==> config.mk <==
export PLATFORM = sky130hd
export DESIGN_NAME = alu_issuer
export DESIGN_NICKNAME = d
export VERILOG_FILES = /design/src/rtl/alu_issuer.sv
export SDC_FILE = /design/constraint.sdc
export NUM_CORES = 1
export LEC_CHECK = 0
export ABC_CLOCK_PERIOD_IN_PS = 1800
export CAP_MARGIN = 20
export CELL_PAD_IN_SITES_DETAIL_PLACEMENT = 1
export CELL_PAD_IN_SITES_GLOBAL_PLACEMENT = 1
export CORE_MARGIN = 2
export CORE_UTILIZATION = 46
export CTS_CLUSTER_DIAMETER = 60
export DETAILED_ROUTE_END_ITERATION = 16
export DONT_BUFFER_PORTS = 1
export PLACE_DENSITY_LB_ADDON = 0.1
export SLEW_MARGIN = 20
export SYNTH_ARGS = -nofsm -noshare
export SYNTH_HDL_FRONTEND = slang
export SYNTH_SLANG_ARGS = --single-unit
export TNS_END_PERCENT = 30
==> constraint.sdc <==
create_clock -name clk -period 1.8 [get_ports clk]
set_input_delay 0.54 -clock clk [delete_from_list [all_inputs] [get_ports clk]]
set_output_delay 0.54 -clock clk [all_outputs]
set_load 0.05 [all_outputs]
==> src/rtl/alu_issuer.sv <==
// Bus master for the serial ALU operand protocol: takes one request, clears the ALU,
// loads operands M then Q, collects one or two result words and returns a response.
module alu_issuer #(
    parameter int W       = 16,
    parameter int TIMEOUT = 64
) (
    input  logic         clk,
    input  logic         rst,
    input  logic         req_valid,
    output logic         req_ready,
    input  logic [1:0]   req_op,
    input  logic [W-1:0] req_a,
    input  logic [W-1:0] req_b,
    output logic         resp_valid,
    input  logic         resp_ready,
    output logic [W-1:0] resp_hi,
    output logic [W-1:0] resp_lo,
    output logic [3:0]   resp_flags,
    output logic         resp_err,
    output logic         alu_rst_b,
    output logic         alu_start,
    output logic [1:0]   alu_s,
    output logic [W-1:0] alu_inbus,
    input  logic [W-1:0] alu_outbus,
    input  logic         alu_finish,
    input  logic         alu_negative,
    input  logic         alu_zero,
    input  logic         alu_carry,
    input  logic         alu_overflow
);
    localparam int CW = (TIMEOUT > 2) ? $clog2(TIMEOUT) : 1;
    localparam logic [CW-1:0] CNT_LAST = CW'(TIMEOUT - 1);

    // Handshakes: a transfer happens on a rising edge where valid and ready are both
    // high; a response, once valid, holds every resp_* field until resp_ready is seen.
    typedef enum logic [2:0] {
        S_IDLE, S_CLR, S_LOAD_M, S_LOAD_Q, S_WAIT, S_RESP
    } state_t;

    state_t         state_q, state_d;
    logic [1:0]     op_q, op_d;
    logic [W-1:0]   a_q, a_d;
    logic [W-1:0]   b_q, b_d;
    logic [CW-1:0]  cnt_q, cnt_d;
    logic           word_q, word_d;
    logic [W-1:0]   resp_hi_q, resp_hi_d;
    logic [W-1:0]   resp_lo_q, resp_lo_d;
    logic [3:0]     resp_flags_q, resp_flags_d;
    logic           resp_err_q, resp_err_d;
    logic           resp_valid_q, resp_valid_d;
    logic           req_ready_q, req_ready_d;
    logic           alu_rst_b_q, alu_rst_b_d;
    logic           alu_start_q, alu_start_d;
    logic [1:0]     alu_s_q, alu_s_d;
    logic [W-1:0]   alu_inbus_q, alu_inbus_d;

    always_comb begin
        state_d      = state_q;
        op_d         = op_q;
        a_d          = a_q;
        b_d          = b_q;
        cnt_d        = cnt_q;
        word_d       = word_q;
        resp_hi_d    = resp_hi_q;
        resp_lo_d    = resp_lo_q;
        resp_flags_d = resp_flags_q;
        resp_err_d   = resp_err_q;

        case (state_q)
            S_IDLE: begin
                if (req_valid && req_ready_q) begin
                    op_d         = req_op;
                    a_d          = req_a;
                    b_d          = req_b;
                    word_d       = 1'b0;
                    resp_hi_d    = '0;
                    resp_lo_d    = '0;
                    resp_flags_d = '0;
                    resp_err_d   = 1'b0;
                    state_d      = S_CLR;
                end
            end
            S_CLR:    state_d = S_LOAD_M;
            S_LOAD_M: state_d = S_LOAD_Q;
            S_LOAD_Q: begin
                cnt_d   = '0;
                state_d = S_WAIT;
            end
            S_WAIT: begin
                cnt_d = cnt_q + CW'(1);
                // op[1] set means mul/div, which return two words (hi first).
                if (alu_finish) begin
                    if (op_q[1] && !word_q) begin
                        resp_hi_d = alu_outbus;
                        word_d    = 1'b1;
                    end else begin
                        resp_lo_d    = alu_outbus;
                        resp_flags_d = {alu_negative, alu_zero, alu_carry, alu_overflow};
                        state_d      = S_RESP;
                    end
                end
                // A finish on the expiry cycle wins over the timeout.
                if (state_d == S_WAIT && cnt_q == CNT_LAST) begin
                    resp_err_d = 1'b1;
                    state_d    = S_RESP;
                end
            end
            S_RESP: begin
                if (resp_ready) state_d = S_IDLE;
            end
            default: state_d = S_IDLE;
        endcase

        // Outputs are registered copies of what the next state decodes to.
        req_ready_d  = (state_d == S_IDLE);
        resp_valid_d = (state_d == S_RESP);
        alu_rst_b_d  = (state_d != S_CLR);
        alu_start_d  = (state_d == S_LOAD_M);
        alu_s_d      = (state_d == S_IDLE || state_d == S_CLR) ? 2'b00 : op_d;
        case (state_d)
            S_LOAD_M:                 alu_inbus_d = a_d;
            S_LOAD_Q, S_WAIT, S_RESP: alu_inbus_d = b_d;
            default:                  alu_inbus_d = '0;
        endcase
    end

    always_ff @(posedge clk) begin
        if (rst) begin
            state_q      <= S_IDLE;
            op_q         <= '0;
            a_q          <= '0;
            b_q          <= '0;
            cnt_q        <= '0;
            word_q       <= 1'b0;
            resp_hi_q    <= '0;
            resp_lo_q    <= '0;
            resp_flags_q <= '0;
            resp_err_q   <= 1'b0;
            resp_valid_q <= 1'b0;
            req_ready_q  <= 1'b0;
            alu_rst_b_q  <= 1'b0;
            alu_start_q  <= 1'b0;
            alu_s_q      <= '0;
            alu_inbus_q  <= '0;
        end else begin
            state_q      <= state_d;
            op_q         <= op_d;
            a_q          <= a_d;
            b_q          <= b_d;
            cnt_q        <= cnt_d;
            word_q       <= word_d;
            resp_hi_q    <= resp_hi_d;
            resp_lo_q    <= resp_lo_d;
            resp_flags_q <= resp_flags_d;
            resp_err_q   <= resp_err_d;
            resp_valid_q <= resp_valid_d;
            req_ready_q  <= req_ready_d;
            alu_rst_b_q  <= alu_rst_b_d;
            alu_start_q  <= alu_start_d;
            alu_s_q      <= alu_s_d;
            alu_inbus_q  <= alu_inbus_d;
        end
    end

    assign req_ready  = req_ready_q;
    assign resp_valid = resp_valid_q;
    assign resp_hi    = resp_hi_q;
    assign resp_lo    = resp_lo_q;
    assign resp_flags = resp_flags_q;
    assign resp_err   = resp_err_q;
    assign alu_rst_b  = alu_rst_b_q;
    assign alu_start  = alu_start_q;
    assign alu_s      = alu_s_q;
    assign alu_inbus  = alu_inbus_q;

endmodule

==> impl_metrics.csv, run 1 <==
group,metric,value,unit
run_status,status,"complete, no violations",
worst_hold_path,hp-start,"rst",
floorplanning,rows,34,
clock_tree,tritoncts,"done",
synth,synth_compound_area_share,18.0,%
sta,worst_slew_margin_rel,61.9,%
floorplanning,start_util,46.9,%
sta,finalCritPeriodShare,94.0,%
critical_path,worstPathRequired,2.06,ns
critical_path,critPathMaxStageDelay,0.36,ns
critical_path,worstPathArrival,1.95,ns
clock_tree,cts_buffer_depth,2,
detailed_routing,dr.first_iter.drc_count,138,
sta,finalMaxSlewViolations,0,
critical_path,path_max_fanout,5,
sta,timing.fmax,591,MHz
detailed_routing,drtPass1Iterations,4,
grt,antenna_found_initial,0,
clock_tree,cts_hold_buf,0,
power_and_ir_drop,p_leak,1.49,nW
synth,synth_nets,480,
synth,muxShareOfSynthArea,7.42,%
power_and_ir_drop,ir_drop,0.549,mV
detailed_routing,num_vias,3160,
sta,fin_skew,0.0160,ns
synth,syn_area,0.00405,mm2
clock_tree,cts_root_buf,"clkbuf_8",
detailed_routing,vias_per_cell,6.04,
worst_hold_path,hold_class,"in -> reg",
grt,grt_pass1_vias,3176,
critical_path,rr_endpoint,"resp_valid",
clock_tree,clk_latency,0.37,ns
sta,fin_tns_setup,0,ns
synth,synth_flop_cell,"dfxtp_1",
sta,period_needed,1.69,ns
sta,setup-violations-final,0,
critical_path,end_kind,"register",
grt,grt_pass1_wl,16.7,mm
sta,rsz0062_at_grt,"no",
critical_path,cp-start-kind,"register",
floorplanning,coreArea,0.00864,mm2
cells_and_area,area_delta_synth_final,9.09,%
cells_and_area,fillers,975,
place,portBuffers,0,
clock_tree,clkSinkCount,103,
synth,synth_edf_count,0,
grt,grt_overflow,0,
synth,synthSimpleGateAreaFrac,17.2,%
critical_path,reg2regPathDepth,5,
sta,hold_violations,0,
critical_path,critPathBufInv,0,
detailed_routing,drc,0,
detailed_routing,totalWireLength,10.3,mm
clock_tree,post_cts_buffers,0,
synth,ys_ff_latch,103,
cells_and_area,layout-drive-gt1-share,10.1,%
power_and_ir_drop,power_density,1170,mW/mm2
cells_and_area,fin_util,51.1,%
clock_tree,numCtsBuffers,9,
clock_tree,path_clk_slew,0.10,ns
synth,synth_fa_ha_area_share,0.309,%
cells_and_area,layout_commonest_cell,"dfxtp_1",
synth,synth_cells,420,
critical_path,r2r_setup_slack,0.11,ns
synth,synth_cell_types,47,
detailed_routing,antenna_left,0,
critical_path,cp_top_family,"compound AO/OA/AOI/OAI gates",
sta,tightest_slew,0.571,ns
place,dp_hpwl,6.80,mm
grt,track_usage,21.6,%
critical_path,rr_startpoint,"cnt_q[0]",
floorplanning,io_pins,118,
synth,synth-seq-area-share,50.9,%
flow_run,cap_violations,0,
cells_and_area,fin_nets,471,
critical_path,crit_chain,"ha_2 > and4_1 > a221o_1 > a211o_1 > and2_1",
floorplanning,dieArea,0.00957,mm2
synth,avgSynthCellArea,9.64,um2
synth,async_flop_share,0,%
worst_hold_path,worstHoldEndpoint,"cnt_q[5]",
grt,grt_max_degree,104,
place,gp_congestion,0.775,
detailed_routing,post_drt_wl_per_cell,19.7,um
critical_path,crit_path_top_delay_cell,"dfxtp_1",
worst_hold_path,hold_depth,1,
cells_and_area,mostFrequentLayoutCells,"103 x dfxtp_1, 45 x a21oi_1, 37 x nand4_1",
synth,synth_top_family_by_area,"compound AO/OA/AOI/OAI gates",
floorplanning,die_w,97.8,um
clock_tree,h-tree-depth,3,
cells_and_area,n_antenna_cell,0,
critical_path,crit_type,"reg -> reg",
floorplanning,die_h,97.8,um
synth,synth_xor_area_share,0.216,%
synth,yosysWarningCount,0,
clock_tree,cts_resized,0,
routing by layer:
layer  wire length (um)  GRT usage [%]  vias up  part of all wire, %
li1                   -              -     1521                    -
met1               4640           27.9     1534                   45
met2               4750           33.2       91                   46
met3                706           8.16       14                  6.9
met4                200           7.48        0                  1.9
met5                  0              0        -                    0
power by group:
group | internal (mW) | switching (mW) | leakage [nW] | total [mW]
Sequential | 2.43 | 0.181 | 0.833 | 2.61
Combinational | 0.406 | 0.574 | 0.552 | 0.980
Clock | 0.780 | 0.798 | 0.103 | 1.58
Total | 3.61 | 1.55 | 1.49 | 5.17
sequential cells by signal (all words and copies together) (netlist names):
signal	count
resp_err	1
b_q	16
req_ready	1
resp_flags	4
word_q	1
resp_valid	1
resp_hi	16
alu_rst_b	1
alu_s	2
alu_start	1
cnt_q	6
a_q	16
state_q	3
resp_lo	16
op_q	2
alu_inbus	16
metrics by stage:
stage,worst slack [ns],hold WS [ns],std cells,instance area (um2),power [mW]
2_1_floorplan,0.0470,0.454,420,4050,3.40
4_1_cts,0.0811,0.216,523,4410,5.22
3_5_place_dp,0.100,0.481,508,4210,3.65
3_3_place_gp,0.102,0.469,508,4210,3.62
5_1_grt,0.0185,0.214,523,4420,5.40
6_report,0.108,0.242,523,4420,5.17
worst max-delay path by stage:
stage	start	to	slack [ns]	depth (start not counted)
after floorplan	req_ready	alu_inbus[6]	0.05	6
after global placement	req_valid	alu_inbus[8]	0.10	6
after detailed placement	req_valid	alu_inbus[12]	0.10	6
after CTS	cnt_q[0]	resp_valid	0.08	5
after global routing	state_q[1]	resp_hi[4]	0.02	6
final	cnt_q[0]	resp_valid	0.11	5
Yosys cell counts, types with 2 or more instances:
cell,instances,share of area (%)
buf_2,11,1.4
inv_1,4,0.37
a311oi_1,2,0.43
nor4b_1,2,0.43
a2111oi_0,2,0.43
nor3b_1,4,0.74
o21ai_0,27,3.3
nand2b_1,3,0.46
a21o_1,2,0.37
o32ai_1,14,3.0
nand4_1,37,5.7
a211o_1,3,0.65
nand3_1,3,0.37
nand2_1,8,0.74
and2_1,2,0.31
clkbuf_1,18,1.7
o21ai_1,16,2.0
o41ai_1,2,0.43
nor2_1,36,3.3
and3_1,3,0.46
mux2i_1,30,7.4
buf_4,7,1.3
a21oi_1,45,5.6
buf_6,4,1.1
nand3b_1,3,0.56
nor3_1,4,0.49
nor2b_1,6,0.93
dfxtp_1,103,51
cell type report:
| cell class | instances | area (um2) | share of cell area (%) |
|---|---|---|---|
| Sequential cell | 103 | 2060 | 46.7 |
| Multi-Input combinational cell | 272 | 1750 | 39.6 |
| Timing Repair Buffer | 21 | 245 | 5.55 |
| Tap cell | 108 | 135 | 3.06 |
| Clock buffer | 10 | 128 | 2.89 |
| Clock inverter | 5 | 81.3 | 1.84 |
| Inverter | 4 | 15.0 | 0.340 |
logic make-up after synthesis:
logic type                 after synthesis
AOI/OAI and AO/OA                      119
xor gates and xnor gates                 1
adders and majority gates                1
buffers and inverters                   45
DFF                                    103
muxes                                   30
and+or+nand+nor                        121
(Power assumes the default switching activity.)
==> run 2, diff against run 1 <==
- CORE_UTILIZATION: 46 -> 36
- CTS_CLUSTER_DIAMETER: 60 -> default
==> run 2 against run 1 <==
Effect of this change:
- register-to-register slack improved by 0.02 ns
- utilization decreased by 9.9 points
- cell area is 1.8% higher
- critical endpoint is now req_ready
- wire length rose by 3.7%
- non-clock buffer count rose by 5
- count of clock-buffer cells in the layout rose by 1
- hold slack worse by 0.022 ns
- critical path depth unchanged
- total power is 2.2% higher
- clock skew down 0.0065 ns
- clock power increased by 6%
==> impl_metrics.csv, run 2 (synthesized netlist as in run 1, its figures left out) <==
group,metric,value,unit
sta,timing.fmax,597,MHz
critical_path,crit_chain,"ha_1 > and4_1 > a221o_1 > a211o_1 > nor3b_2",
sta,period_needed,1.68,ns
sta,rsz0062_at_grt,"no",
detailed_routing,num_vias,3164,
sta,tightest_slew,0.540,ns
worst_hold_path,hp-start,"rst",
place,dp_hpwl,6.87,mm
place,portBuffers,0,
flow_run,cap_violations,0,
clock_tree,numCtsBuffers,9,
grt,track_usage,17.9,%
sta,worst_slew_margin_rel,63.9,%
critical_path,r2r_setup_slack,0.12,ns
floorplanning,coreArea,0.0109,mm2
power_and_ir_drop,swShare,30.1,%
sta,fin_skew,0.00952,ns
floorplanning,die_h,110,um
detailed_routing,totalWireLength,10.7,mm
clock_tree,clk_latency,0.39,ns
power_and_ir_drop,intPower,3.69,mW
floorplanning,die_w,110,um
run_status,status,"complete, no violations",
cells_and_area,n_antenna_cell,0,
power_and_ir_drop,p_comb_share,18.9,%
critical_path,worstPathArrival,2.00,ns
critical_path,endpoint,"req_ready",
power_and_ir_drop,power_frac_clock,31.6,%
detailed_routing,drc,0,
cells_and_area,multi_input_area,0.00175,mm2
sta,hold_violations,0,
floorplanning,start_util,37.2,%
critical_path,crit_path_top_delay_cell,"dfxtp_1",
clock_tree,tritoncts,"done",
cells_and_area,seq_area,0.00206,mm2
place,dp.cells,543,
cells_and_area,fillers,1213,
power_and_ir_drop,seq_power_share,49.4,%
critical_path,cp-start-kind,"register",
critical_path,reg2regPathDepth,5,
cells_and_area,layout_commonest_cell,"dfxtp_1",
worst_hold_path,hold_class,"in -> reg",
power_and_ir_drop,power_density,1170,mW/mm2
power_and_ir_drop,ir_drop,0.607,mV
sta,fin_tns_setup,0,ns
critical_path,critPathLaunch,"cnt_q[0]",
floorplanning,io_pins,118,
critical_path,rr_endpoint,"req_ready",
cells_and_area,layout-drive-gt1-share,11.9,%
sta,setup-violations-final,0,
power_and_ir_drop,p_sw,1.59,mW
clock_tree,h-tree-depth,3,
clock_tree,path_clk_slew,0.10,ns
detailed_routing,dr.first_iter.drc_count,158,
detailed_routing,antenna_left,0,
cells_and_area,fin_cells,561,
grt,grt_overflow,0,
clock_tree,cts_buffer_depth,2,
grt,grt_max_degree,104,
cells_and_area,area_delta_synth_final,11.0,%
detailed_routing,drtPass1Iterations,4,
sta,finalCritPeriodShare,93.1,%
detailed_routing,post_drt_wl_per_cell,19.0,um
cells_and_area,fin_util,41.3,%
floorplanning,rows,38,
power_and_ir_drop,p_leak,1.52,nW
critical_path,rr_startpoint,"cnt_q[0]",
power_and_ir_drop,power,5.28,mW
critical_path,worstPathRequired,2.12,ns
critical_path,path_max_fanout,5,
grt,grt_pass1_wl,16.5,mm
critical_path,crit_type,"reg -> reg",
cells_and_area,fin_nets,476,
sta,hold_ws,0.220,ns
clock_tree,cts_root_buf,"clkbuf_8",
clock_tree,clkSinkCount,103,
clock_tree,cts_hold_buf,0,
critical_path,critPathMaxStageDelay,0.36,ns
critical_path,end_kind,"register",
sta,finalMaxSlewViolations,0,
grt,antenna_found_initial,0,
place,gp_congestion,0.749,
floorplanning,dieArea,0.0121,mm2
detailed_routing,vias_per_cell,5.64,
cells_and_area,mostFrequentLayoutCells,"102 x dfxtp_1, 45 x a21oi_1, 37 x nand4_1",
grt,grt_pass1_vias,3123,
-- run 2: repair_timing --
item                       CTS  global route
setup endpoints to repair    0            38
resized for setup            0             2
setup buffers                0             2
-- run 2: worst min-delay path by stage --
stage | endpoint | depth (start not counted)
finish | resp_err | 1
global route | b_q[0] | 1
CTS | resp_err | 1
detailed placement | b_q[7] | 2
global placement | op_q[0] | 2
floorplan | word_q | 1
-- run 2: power by group through the flow --
stage               logic (mW)  clock network, mW  registers, mW
CTS                       1.00               1.74           2.61
global placement         0.986                  0           2.66
detailed placement       0.999                  0           2.66
finish                    1.00               1.67           2.61
floorplan                0.733                  0           2.67
global route              1.09               1.81           2.63
-- run 2: cell type report --
class / instances / share of cell area, %
Clock inverter: 5 / 1.78
Sequential cell: 103 / 45.9
Tap cell: 140 / 3.90
Timing Repair Buffer: 26 / 5.73
Multi-Input combinational cell: 272 / 39.0
Inverter: 4 / 0.334
Clock buffer: 11 / 3.37
-- run 2: metrics by stage --
stage | setup WS, ns | area [um2]
final | 0.125 | 4500
after global routing | 0.0122 | 4500
after CTS | 0.0537 | 4470
after detailed placement | 0.0980 | 4240
after global placement | 0.125 | 4240
after floorplan | 0.0470 | 4050
-- run 2: worst max-delay path: cells and delay by family (launching register included) --
kind                       cells  cell delay, ns
AOI/OAI and AO/OA              2            0.61
and+or+nand+nor                2            0.40
DFF                            1            0.36
adders and majority gates      1            0.24
-- run 2: per-layer routing --
layer / track usage (%) / routed length [um] / share of wire (%)
met1: 22.2 / 4670 / 44
met2: 28.4 / 5200 / 49
met3: 6.41 / 639 / 6.0
met4: 6.87 / 164 / 1.5
met5: 0 / 0 / 0
